$ cat config.mk
export PLATFORM = sky130hd
export DESIGN_NAME = slv_dispatcher
export DESIGN_NICKNAME = d
export VERILOG_FILES = /design/src/rtl/slv_disp_pkg.sv /design/src/rtl/slv_out_reg.sv /design/src/rtl/slv_dispatcher.sv
export SDC_FILE = /design/constraint.sdc
export NUM_CORES = 1
export LEC_CHECK = 0
export CORE_ASPECT_RATIO = 1.2
export CORE_MARGIN = 1.5
export CORE_UTILIZATION = 30
export CTS_BUF_LIST = sky130_fd_sc_hd__clkbuf_16
export DETAILED_ROUTE_END_ITERATION = 6
export GPL_ROUTABILITY_DRIVEN = 0
export SYNTH_ARGS = -nofsm -noshare
export SYNTH_HDL_FRONTEND = slang
export SYNTH_SLANG_ARGS = --single-unit
$ cat constraint.sdc
create_clock -name clk -period 6.1 [get_ports clk]
set_input_delay 1.22 -clock clk [delete_from_list [all_inputs] [get_ports clk]]
set_output_delay 1.22 -clock clk [all_outputs]
set_load 0.05 [all_outputs]
$ cat src/rtl/slv_disp_pkg.sv
// Shared types and route-mode encodings for the slave dispatcher.
package slv_disp_pkg;

  localparam int unsigned MODE_W = 2;
  localparam int unsigned PV_W   = 8;

  typedef enum logic [1:0] {
    IDLE  = 2'd0,
    RUN   = 2'd1,
    DRAIN = 2'd2
  } disp_state_e;

  localparam logic [MODE_W-1:0] MODE_SLV0  = 2'd0;
  localparam logic [MODE_W-1:0] MODE_SLV1  = 2'd1;
  localparam logic [MODE_W-1:0] MODE_BCAST = 2'd2;
  localparam logic [MODE_W-1:0] MODE_RR    = 2'd3;

endpackage

$ cat src/rtl/slv_out_reg.sv
// One-deep per-slave output holding register: loads on accept, clears on slave ready.
module slv_out_reg
  import slv_disp_pkg::*;
#(
  parameter int unsigned DW = 32
) (
  input  logic              clk,
  input  logic              rst,
  input  logic              load_i,
  input  logic              ready_i,
  input  logic [MODE_W-1:0] mode_i,
  input  logic [PV_W-1:0]   proc_val_i,
  input  logic [DW-1:0]     data_i,
  output logic              valid_o,
  output logic [MODE_W-1:0] mode_o,
  output logic [PV_W-1:0]   proc_val_o,
  output logic [DW-1:0]     data_o
);

  logic              valid_q;
  logic [MODE_W-1:0] mode_q;
  logic [PV_W-1:0]   proc_val_q;
  logic [DW-1:0]     data_q;

  // A load only happens when the slot is free, so held payload never changes under back-pressure.
  always_ff @(posedge clk) begin
    if (rst) begin
      valid_q    <= 1'b0;
      mode_q     <= '0;
      proc_val_q <= '0;
      data_q     <= '0;
    end else if (load_i) begin
      valid_q    <= 1'b1;
      mode_q     <= mode_i;
      proc_val_q <= proc_val_i;
      data_q     <= data_i;
    end else if (ready_i) begin
      valid_q    <= 1'b0;
    end
  end

  assign valid_o    = valid_q;
  assign mode_o     = mode_q;
  assign proc_val_o = proc_val_q;
  assign data_o     = data_q;

endmodule

$ cat src/rtl/slv_dispatcher.sv
// Distributes source words to two slaves by per-word route mode and
// signals completion once a full frame has been delivered.
module slv_dispatcher
  import slv_disp_pkg::*;
#(
  parameter int unsigned DW          = 32,
  parameter int unsigned FRAME_WORDS = 100,
  parameter int unsigned CNT_W       = 8
) (
  input  logic              clk,
  input  logic              rst,
  input  logic              start,
  input  logic              src_valid,
  output logic              src_ready,
  input  logic [MODE_W-1:0] src_mode,
  input  logic [PV_W-1:0]   src_proc_val,
  input  logic [DW-1:0]     src_data,
  output logic              slv0_data_valid,
  output logic [MODE_W-1:0] slv0_mode,
  output logic [PV_W-1:0]   slv0_proc_valid,
  output logic [DW-1:0]     slv0_data,
  input  logic              slv0_ready,
  output logic              slv1_data_valid,
  output logic [MODE_W-1:0] slv1_mode,
  output logic [PV_W-1:0]   slv1_proc_valid,
  output logic [DW-1:0]     slv1_data,
  input  logic              slv1_ready,
  output logic              disp_cmplt,
  output logic              busy,
  output logic [CNT_W-1:0]  word_cnt
);

  localparam logic [CNT_W-1:0] LAST_CNT = CNT_W'(FRAME_WORDS - 1);

  disp_state_e      state_q, state_d;
  logic [CNT_W-1:0] cnt_q, cnt_d;
  logic             rr_q, rr_d;
  logic             cmplt_q, cmplt_d;
  logic             busy_q, busy_d;

  logic free0, free1;
  logic need0, need1;
  logic drop;
  logic accept;
  logic load0, load1;
  logic valid0_nxt, valid1_nxt;

  // Route decode and source handshake; broadcast needs both slots so it is never split.
  always_comb begin
    need0 = 1'b0;
    need1 = 1'b0;
    free0 = !slv0_data_valid || slv0_ready;
    free1 = !slv1_data_valid || slv1_ready;
    drop  = (src_proc_val == '0);
    case (src_mode)
      MODE_SLV0:  need0 = 1'b1;
      MODE_SLV1:  need1 = 1'b1;
      MODE_BCAST: begin
        need0 = 1'b1;
        need1 = 1'b1;
      end
      default: begin
        need0 = !rr_q;
        need1 = rr_q;
      end
    endcase
    src_ready  = (state_q == RUN) &&
                 (drop || ((!need0 || free0) && (!need1 || free1)));
    accept     = src_valid && src_ready;
    load0      = accept && !drop && need0;
    load1      = accept && !drop && need1;
    valid0_nxt = load0 || (slv0_data_valid && !slv0_ready);
    valid1_nxt = load1 || (slv1_data_valid && !slv1_ready);
  end

  // Frame sequencing; completion is registered so it lines up with the final DRAIN cycle.
  always_comb begin
    state_d = state_q;
    cnt_d   = cnt_q;
    rr_d    = rr_q;
    case (state_q)
      IDLE: begin
        if (start) begin
          state_d = RUN;
          cnt_d   = '0;
        end
      end
      RUN: begin
        if (accept) begin
          cnt_d = cnt_q + CNT_W'(1);
          if (cnt_q == LAST_CNT) state_d = DRAIN;
        end
      end
      DRAIN: begin
        if (!slv0_data_valid && !slv1_data_valid) state_d = IDLE;
      end
      default: state_d = IDLE;
    endcase
    if (accept && (src_mode == MODE_RR)) rr_d = !rr_q;
    cmplt_d = (state_d == DRAIN) && !valid0_nxt && !valid1_nxt;
    busy_d  = (state_d != IDLE);
  end

  always_ff @(posedge clk) begin
    if (rst) begin
      state_q <= IDLE;
      cnt_q   <= '0;
      rr_q    <= 1'b0;
      cmplt_q <= 1'b0;
      busy_q  <= 1'b0;
    end else begin
      state_q <= state_d;
      cnt_q   <= cnt_d;
      rr_q    <= rr_d;
      cmplt_q <= cmplt_d;
      busy_q  <= busy_d;
    end
  end

  assign disp_cmplt = cmplt_q;
  assign busy       = busy_q;
  assign word_cnt   = cnt_q;

  slv_out_reg #(.DW(DW)) u_out0 (
    .clk        (clk),
    .rst        (rst),
    .load_i     (load0),
    .ready_i    (slv0_ready),
    .mode_i     (src_mode),
    .proc_val_i (src_proc_val),
    .data_i     (src_data),
    .valid_o    (slv0_data_valid),
    .mode_o     (slv0_mode),
    .proc_val_o (slv0_proc_valid),
    .data_o     (slv0_data)
  );

  slv_out_reg #(.DW(DW)) u_out1 (
    .clk        (clk),
    .rst        (rst),
    .load_i     (load1),
    .ready_i    (slv1_ready),
    .mode_i     (src_mode),
    .proc_val_i (src_proc_val),
    .data_i     (src_data),
    .valid_o    (slv1_data_valid),
    .mode_o     (slv1_mode),
    .proc_val_o (slv1_proc_valid),
    .data_o     (slv1_data)
  );

endmodule

# Word level (Yosys, flattened, before mapping)
# Index checks and enable logic that the tools add are counted.
[totals]
reg_bits = 99
input_bits = 48
output_inout_bits = 97
wordCells = 76
[classes]
add_sub_neg = 1
n_eq_ne = 9
mux = 14
n_reduce_logical = 39
[ops]
columns = ["operator", "n"]
rows = [
  ["8-bit 2-to-1 mux", 2],
  ["8-bit one-hot mux with 2 select lines", 1],
  ["1-bit logical AND", 12],
  ["1-bit zero test", 10],
  ["8-bit by 1-bit adder with 8-bit output (second input constant)", 1],
  ["2-bit equality test (second input constant)", 4],
  ["8-bit by 7-bit equality test with 1-bit output (second input constant)", 1],
  ["8-bit zero test", 1],
  ["2-bit 2-to-1 mux", 4],
  ["2-bit nonzero test", 4],
  ["1-bit logical OR", 7],
  ["2-bit one-hot mux with 3 select lines", 1],
  ["2-bit by 1-bit equality test with 1-bit output (second input constant)", 2],
  ["2-bit zero test", 2],
  ["1-bit 2-to-1 mux", 4],
  ["2-bit inequality test (second input constant)", 2],
  ["1-bit one-hot mux with 2 select lines", 2],
  ["2-bit OR reduction", 2],
  ["3-bit AND reduction", 1],
]

# Depth between registers and ports, before layout
# Gate-level depths: netlist of run 1.
[logic_depth]
ltp_word = 15
mapped_depth = 9
mapped_depth_nobuf = 7

# Hierarchy
# Synthesis of run 1 repeated with hierarchy kept, for this count alone.
[hier_totals]
hier_cells = 374
area_unflattened_um2 = 3925.0
[modules_own_cells]
columns = ["mod", "instances", "cells_per_inst", "area_each_um2", "seq_area_each_um2"]
rows = [
  ["slv_out_reg", 2, 140, 1566.5, 860.8],
  ["slv_dispatcher", 1, 94, 792.0, 260.2],
]

# Worst setup path after synthesis of run 1
# No wires, ideal clock.
[synth_path]
kind = "in2out"
start = "in src_proc_val[4]"
end = "out src_ready"
arrival_time_ns = 3.154
required_time_ns = 4.880
path_slack_ns = 1.726
path_stages = 4
path_buffers = 0
cell_sequence = "or4_4 nor2_8 nor2_1 nor3b_1"
[synth_via]
elab_chain_cells = 3
[synth_lines]
columns = ["element", "line", "text"]
rows = [
  ["from (decl)", "slv_dispatcher.sv:16", "input logic [PV_W-1:0] src_proc_val,"],
  ["8-bit zero test", "slv_dispatcher.sv:54", "drop = (src_proc_val == '0);"],
  ["1-bit logical OR", "slv_dispatcher.sv:68", "(drop || ((!need0 || free0) && (!need1 || free1)));"],
  ["1-bit logical AND", "slv_dispatcher.sv:67", "src_ready = (state_q == RUN) &&"],
  ["to (decl)", "slv_dispatcher.sv:14", "output logic src_ready,"],
]
# No other way between the ends.

# Worst setup path after layout of run 1
[layout_path]
start = "in src_mode[0]"
end = "out src_ready"
[layout_via]
elab_chain_cells = 8
word_cells_on_any_way = 14
cone_classes = "eq/ne (2); mux (2); reduce/logical (10)"
[layout_lines]
columns = ["element", "line", "text"]
rows = [
  ["from (decl)", "slv_dispatcher.sv:15", "input logic [MODE_W-1:0] src_mode,"],
  ["2-bit equality test (tied with other cells)", "slv_dispatcher.sv:55", "case (src_mode)"],
  ["2-bit OR reduction (no source line)", "n/a", ""],
  ["1-bit one-hot mux with 2 select lines", "slv_dispatcher.sv:55", ""],
  ["1-bit zero test", "slv_dispatcher.sv:68", ""],
  ["1-bit logical OR", "slv_dispatcher.sv:68", ""],
  ["1-bit logical AND (*)", "slv_dispatcher.sv:68", ""],
  ["1-bit logical OR (*)", "slv_dispatcher.sv:68", ""],
  ["1-bit logical AND (*)", "slv_dispatcher.sv:67", ""],
]
# Every way passes the cells marked *; elsewhere a longest branch is shown, timed or not.

==> results of run 1 <==
flip-flops by register name, indices dropped and copies added, names as in the netlist:
register / cells
state_q: 2
u_out1.valid_o: 1
rr_q: 1
disp_cmplt: 1
u_out1.data_o: 32
word_cnt: 8
u_out0.valid_o: 1
u_out1.mode_o: 2
u_out0.mode_o: 2
u_out0.proc_val_o: 8
busy: 1
u_out1.proc_val_o: 8
u_out0.data_o: 32
cells in the mapped netlist (2+ instances only):
| cell | count |
|---|---|
| a21oi_1 | 8 |
| buf_4 | 2 |
| buf_6 | 9 |
| clkbuf_1 | 11 |
| dfxtp_1 | 99 |
| ha_1 | 5 |
| inv_1 | 5 |
| mux2i_1 | 86 |
| nand2_1 | 4 |
| nand2b_1 | 3 |
| nand3_1 | 2 |
| nand4_1 | 2 |
| nor2_1 | 93 |
| nor3_1 | 2 |
| nor3b_1 | 2 |
| o211ai_1 | 2 |
| o21ai_0 | 3 |
| or2_2 | 2 |
| or3_1 | 3 |
| or4_1 | 2 |
| or4_4 | 2 |
power by group through the flow:
| stage | logic [W] | registers (W) | clock network, W |
|---|---|---|---|
| after floorplan | 0.0000712 | 0.000754 | 0 |
| after global placement | 0.000216 | 0.000691 | 0 |
| after detailed placement | 0.000218 | 0.000691 | 0 |
| after CTS | 0.000219 | 0.000677 | 0.000612 |
| after global routing | 0.000230 | 0.000679 | 0.000643 |
| final | 0.000216 | 0.000676 | 0.000593 |
routing by layer:
| layer | global-route usage | share of wire | vias to the layer above |
|---|---|---|---|
| li1 | - | - | 1507 |
| met1 | 0.170 | 0.43 | 1440 |
| met2 | 0.243 | 0.50 | 80 |
| met3 | 0.0478 | 0.058 | 9 |
| met4 | 0.0405 | 0.011 | 0 |
| met5 | 0 | 0 | - |
stage by stage:
step,hold slack [ps],total power [W]
after floorplan,492,0.000826
final,492,0.00149
after global routing,518,0.00155
after detailed placement,483,0.000909
after CTS,499,0.00151
after global placement,474,0.000907
kinds of logic after synthesis:
group | Yosys count | share of synthesized area
xor+xnor | 1 | 0.00228
simple gates | 127 | 0.160
buf+inv | 27 | 0.0459
mux | 86 | 0.224
fa+ha+maj | 5 | 0.0163
flops | 99 | 0.516
compound gates | 19 | 0.0355
worst max-delay path, stage by stage:
cell and delay (ps):
clkdlybuf4s50_1 560, inv_1 90, ha_1 300, mux2i_1 200
o32a_2 300, nor2_1 80, nor3b_1 170, clkdlybuf4s50_1 850
area by class of cell:
cell class              instances  area [um2]  area share
flip-flops and latches         99        1980       0.349
clock buffers                   9         225      0.0397
repair buffers                148        1470       0.258
multi-input cells             238        1690       0.298
well taps                     164         205      0.0361
clock inverters                 7        86.3      0.0152
inverters                       5        18.8     0.00331
final timing paths:
check	startpoint	end	cells past startpoint
setup / recovery	src_mode[0]	src_ready	8
hold / removal	u_out1.data_o[21]	u_out1.data_o[21]	2
hold reg to reg	u_out1.data_o[21]	u_out1.data_o[21]	2
setup reg to reg	rr_q	u_out1.data_o[5]	6
==> qor.txt, run 1 <==
Status -> completed
Cell variety after synth -> 38
# setup viols final -> 0
Drt total wl -> 9340 um
TritonCTS Buffers -> 9
Fin crit share -> 0.820
Critical Path AT -> 3780 ps
Die area -> 13500 um2
Vias per Instance -> 4.53
Leak -> 2.66 nW
Vias post-DR -> 3036
Total core area -> 12600 um2
Worst-skew pair later-pin latency -> 340 ps
Die width -> 106 um
DP Area -> 5370 um2
Net Sw Power -> 0.000375 W
Least-Margin Pin Slew -> 940 ps
Die height -> 127 um
Switching Fraction -> 0.253
Pwr Density -> 262 nW/um2
Mapped Cells -> 364
Avg Cell Area, Syn -> 10.5 um2
Ys async rst share -> 0
Initial antenna violation count -> 0
Antenna cells -> 0
Synth area leader -> dfxtp_1
CTS Sinks -> 99
Final hold vios -> 0
Synth Flop Type -> dfxtp_1
P&R area growth vs syn -> 47.8%
Post-DP HPWL -> 6410 um
Cts repair resizes -> 0
Crit. End Element -> primary output
Critical Path Source Type -> input pin
Largest net degree at the start of global routing -> 93
Vias in the first global route -> 3078
Final worst path period need -> 5000 ps
Setup tns final -> 0 ps
Initial core utilization -> 0.306
Global-route usage over all layers -> 0.143
CTS max path bufs -> 2
Register-to-register setup slack -> 3680 ps
Skew final -> 9.80 ps
ANT nets after route -> 0
RSZ-0062 raised after global routing -> no
Yosys reg bits -> 99
Clock power share -> 0.399
Global-route wire length before repair -> 15400 um
Peak supply drop -> 0.113 mV
Port bufs -> 144
Post-route design area -> 5680 um2
Post-Syn Nets -> 417
Combinational fraction of design power -> 0.145
Ranking of synthesized cells by area -> dfxtp_1 52%, mux2i_1 22%, nor2_1 9.1%
Max-slew violations -> 0
Row cnt -> 45
Part of the power in registers -> 0.455
Initial DRC count -> 94
Synth top area share -> 0.516
F_max -> 200 MHz
Post-Syn Area -> 3840 um2
Crit Path Category -> in2out
Filler Cells Inserted -> 1211
Root Driver -> clkbuf_16
Synthesis warning total -> 0
Placed Cells -> 654
Commonest non-fill, non-tap cells in the layout -> 143 x clkdlybuf4s50_1, 99 x dfxtp_1, 93 x nor2_1
Worst path required time -> 4880 ps
Seq/Total Area, Yosys -> 0.516
Post-CTS Setup Repair Bufs -> 0
Final WS setup -> 1100 ps
Critical Path Fanout Max -> 6
Non-filler cells, final -> 670
DR pass1 iterations -> 4
CTS tree -> built
Relative slew slack -> 0.373
Total congestion overflow -> 0
EDFF count, synth -> 0
NumNets Final -> 554
Cts hold-fix bufs -> 0
Number of max-cap violations -> 0
Drc violations -> 0
Pint -> 0.00111 W
Worst slack, placed -> 1090 ps
Share of layout cells above drive strength 1 -> 0.0553
Per-cell routed wire length -> 13.9 um
Ports -> 145
Worst min-delay path class -> reg2reg
Clk slew on worst S/H paths -> 60 ps
Util after Layout -> 0.452
Most common cell after layout, fill and taps aside -> clkdlybuf4s50_1
H-tree lvl count -> 3
(Power assumes the default switching activity.)
==> inputs of run 2 (changes only) <==
- clock period: 6.1 -> 5.1 ns (I/O delays scaled with it)
==> qor.txt, run 2 (synthesized netlist as in run 1, its figures left out) <==
Status -> completed
WP buf/inv -> 3
Crit path max-delay family -> buffers and inverters
Drt total wl -> 9250 um
NumNets Final -> 554
Vias post-DR -> 3031
Hold endpoint -> u_out0.data_o[10]
WHS Path Cells -> 2
Die height -> 127 um
Critical path's largest stage delay -> 860 ps
R2r worst-path depth -> 6
Largest net degree at the start of global routing -> 92
Vias in the first global route -> 3074
DR pass1 iterations -> 4
# setup viols final -> 0
Port bufs -> 144
Initial core utilization -> 0.306
Cell mode on critical path -> clkdlybuf4s50_1
Crit. End Element -> primary output
Register-to-register setup slack -> 2820 ps
R2R Path End -> u_out1.data_o[16]
CTS tree -> built
Initial DRC count -> 98
Total congestion overflow -> 0
Critical Path Source Type -> input pin
Cts hold-fix bufs -> 0
Global-route usage over all layers -> 0.141
Die width -> 106 um
Peak supply drop -> 0.127 mV
CTS Sinks -> 99
Ports -> 145
Max-slew violations -> 0
Fin crit share -> 0.901
Drc violations -> 0
Commonest non-fill, non-tap cells in the layout -> 143 x clkdlybuf4s50_1, 99 x dfxtp_1, 93 x nor2_1
Initial antenna violation count -> 0
Post-CTS Setup Repair Bufs -> 0
Final hold vios -> 0
Clk slew on worst S/H paths -> 60 ps
Worst-skew pair later-pin latency -> 330 ps
Pwr Density -> 304 nW/um2
Relative slew slack -> 0.383
Skew final -> 4.67 ps
Row cnt -> 45
Global-route wire length before repair -> 15100 um
CTS max path bufs -> 2
Critical Path Fanout Max -> 6
Cts repair resizes -> 0
Worst path required time -> 4080 ps
Antenna cells -> 0
Share of layout cells above drive strength 1 -> 0.0574
Worst min-delay path class -> reg2reg
Critical Path AT -> 3570 ps
Most common cell after layout, fill and taps aside -> clkdlybuf4s50_1
Leak -> 2.65 nW
Pwr Total -> 0.00172 W
H-tree lvl count -> 3
TritonCTS Buffers -> 9
Number of max-cap violations -> 0
Final worst path period need -> 4590 ps
Cell at the slowest stage of the critical path -> clkdlybuf4s50_1
Per-cell routed wire length -> 13.8 um
GRT busiest layer -> met2
Worst r2r src -> rr_q
Placed Cells -> 654
Hold slack -> 495 ps
Crit-path cells -> clkdlybuf4s50_1, inv_1, ha_1, mux2i_1, o32a_2, nor2_1, nor3b_1, clkdlybuf4s50_1
RSZ-0062 raised after global routing -> no
Vias per Instance -> 4.53
Met2 Usage GRT -> 0.240
HP Start -> u_out0.data_o[10]
Die area -> 13500 um2
Root Driver -> clkbuf_16
Total core area -> 12600 um2
ANT nets after route -> 0
Met3 Track Usage GR -> 0.0365
F_max -> 218 MHz
Least-Margin Pin Slew -> 926 ps
Non-filler cells, final -> 669
P&R area growth vs syn -> 47.4%
Crit Path Category -> in2out
Post-DP HPWL -> 6390 um
Met1 Use GR -> 0.168
Setup tns final -> 0 ps
-- run 2: cell count changes in the layout (fill, tap and decap cells not counted), sizes merged --
cell / delta
clkinv: +2
inv: -2
bufinv: -1
-- run 2: metrics by stage --
stage	area (um2)	utilization	worst slack, ps
finish	5660	0.451	507
global route	5660	0.451	375
CTS	5660	0.451	474
detailed placement	5380	0.428	498
global placement	5380	0.428	549
floorplan	3840	-	1130
-- run 2: worst max-delay path by stage --
stage,start,endpoint,depth (start not counted)
finish,src_mode[0],src_ready,8
global route,src_mode[1],src_ready,8
CTS,src_mode[0],src_ready,8
detailed placement,src_mode[0],src_ready,8
global placement,src_mode[0],src_ready,8
floorplan,src_proc_val[4],src_ready,4
-- run 2: worst register-to-register path, delay by kind of cell (launching register included) --
family	cells	cell delay (ps)
buf+inv	1	470
flops	1	330
compound gates	1	290
simple gates	2	670
mux	2	390
-- run 2: power by group --
| part | switching (W) | internal [W] |
|---|---|---|
| Sequential | 0.0000130 | 0.000796 |
| Combinational | 0.000152 | 0.000107 |
| Clock | 0.000282 | 0.000374 |
-- run 2: final cells by class --
cell class,count,area (um2)
fill,1190,6890
tap,164,205
sequential,99,1980
clock buffer,9,225
clock inverter,6,58.8
inverter,5,18.8
timing repair buffer,148,1480
multi-input combinational,238,1690
-- run 2: metal layers --
layer	share of wire	routed length (um)	vias up
li1	-	-	1516
met1	0.43	3940	1430
met2	0.50	4640	75
met3	0.057	524	10
met4	0.016	148	0
met5	0	0	-
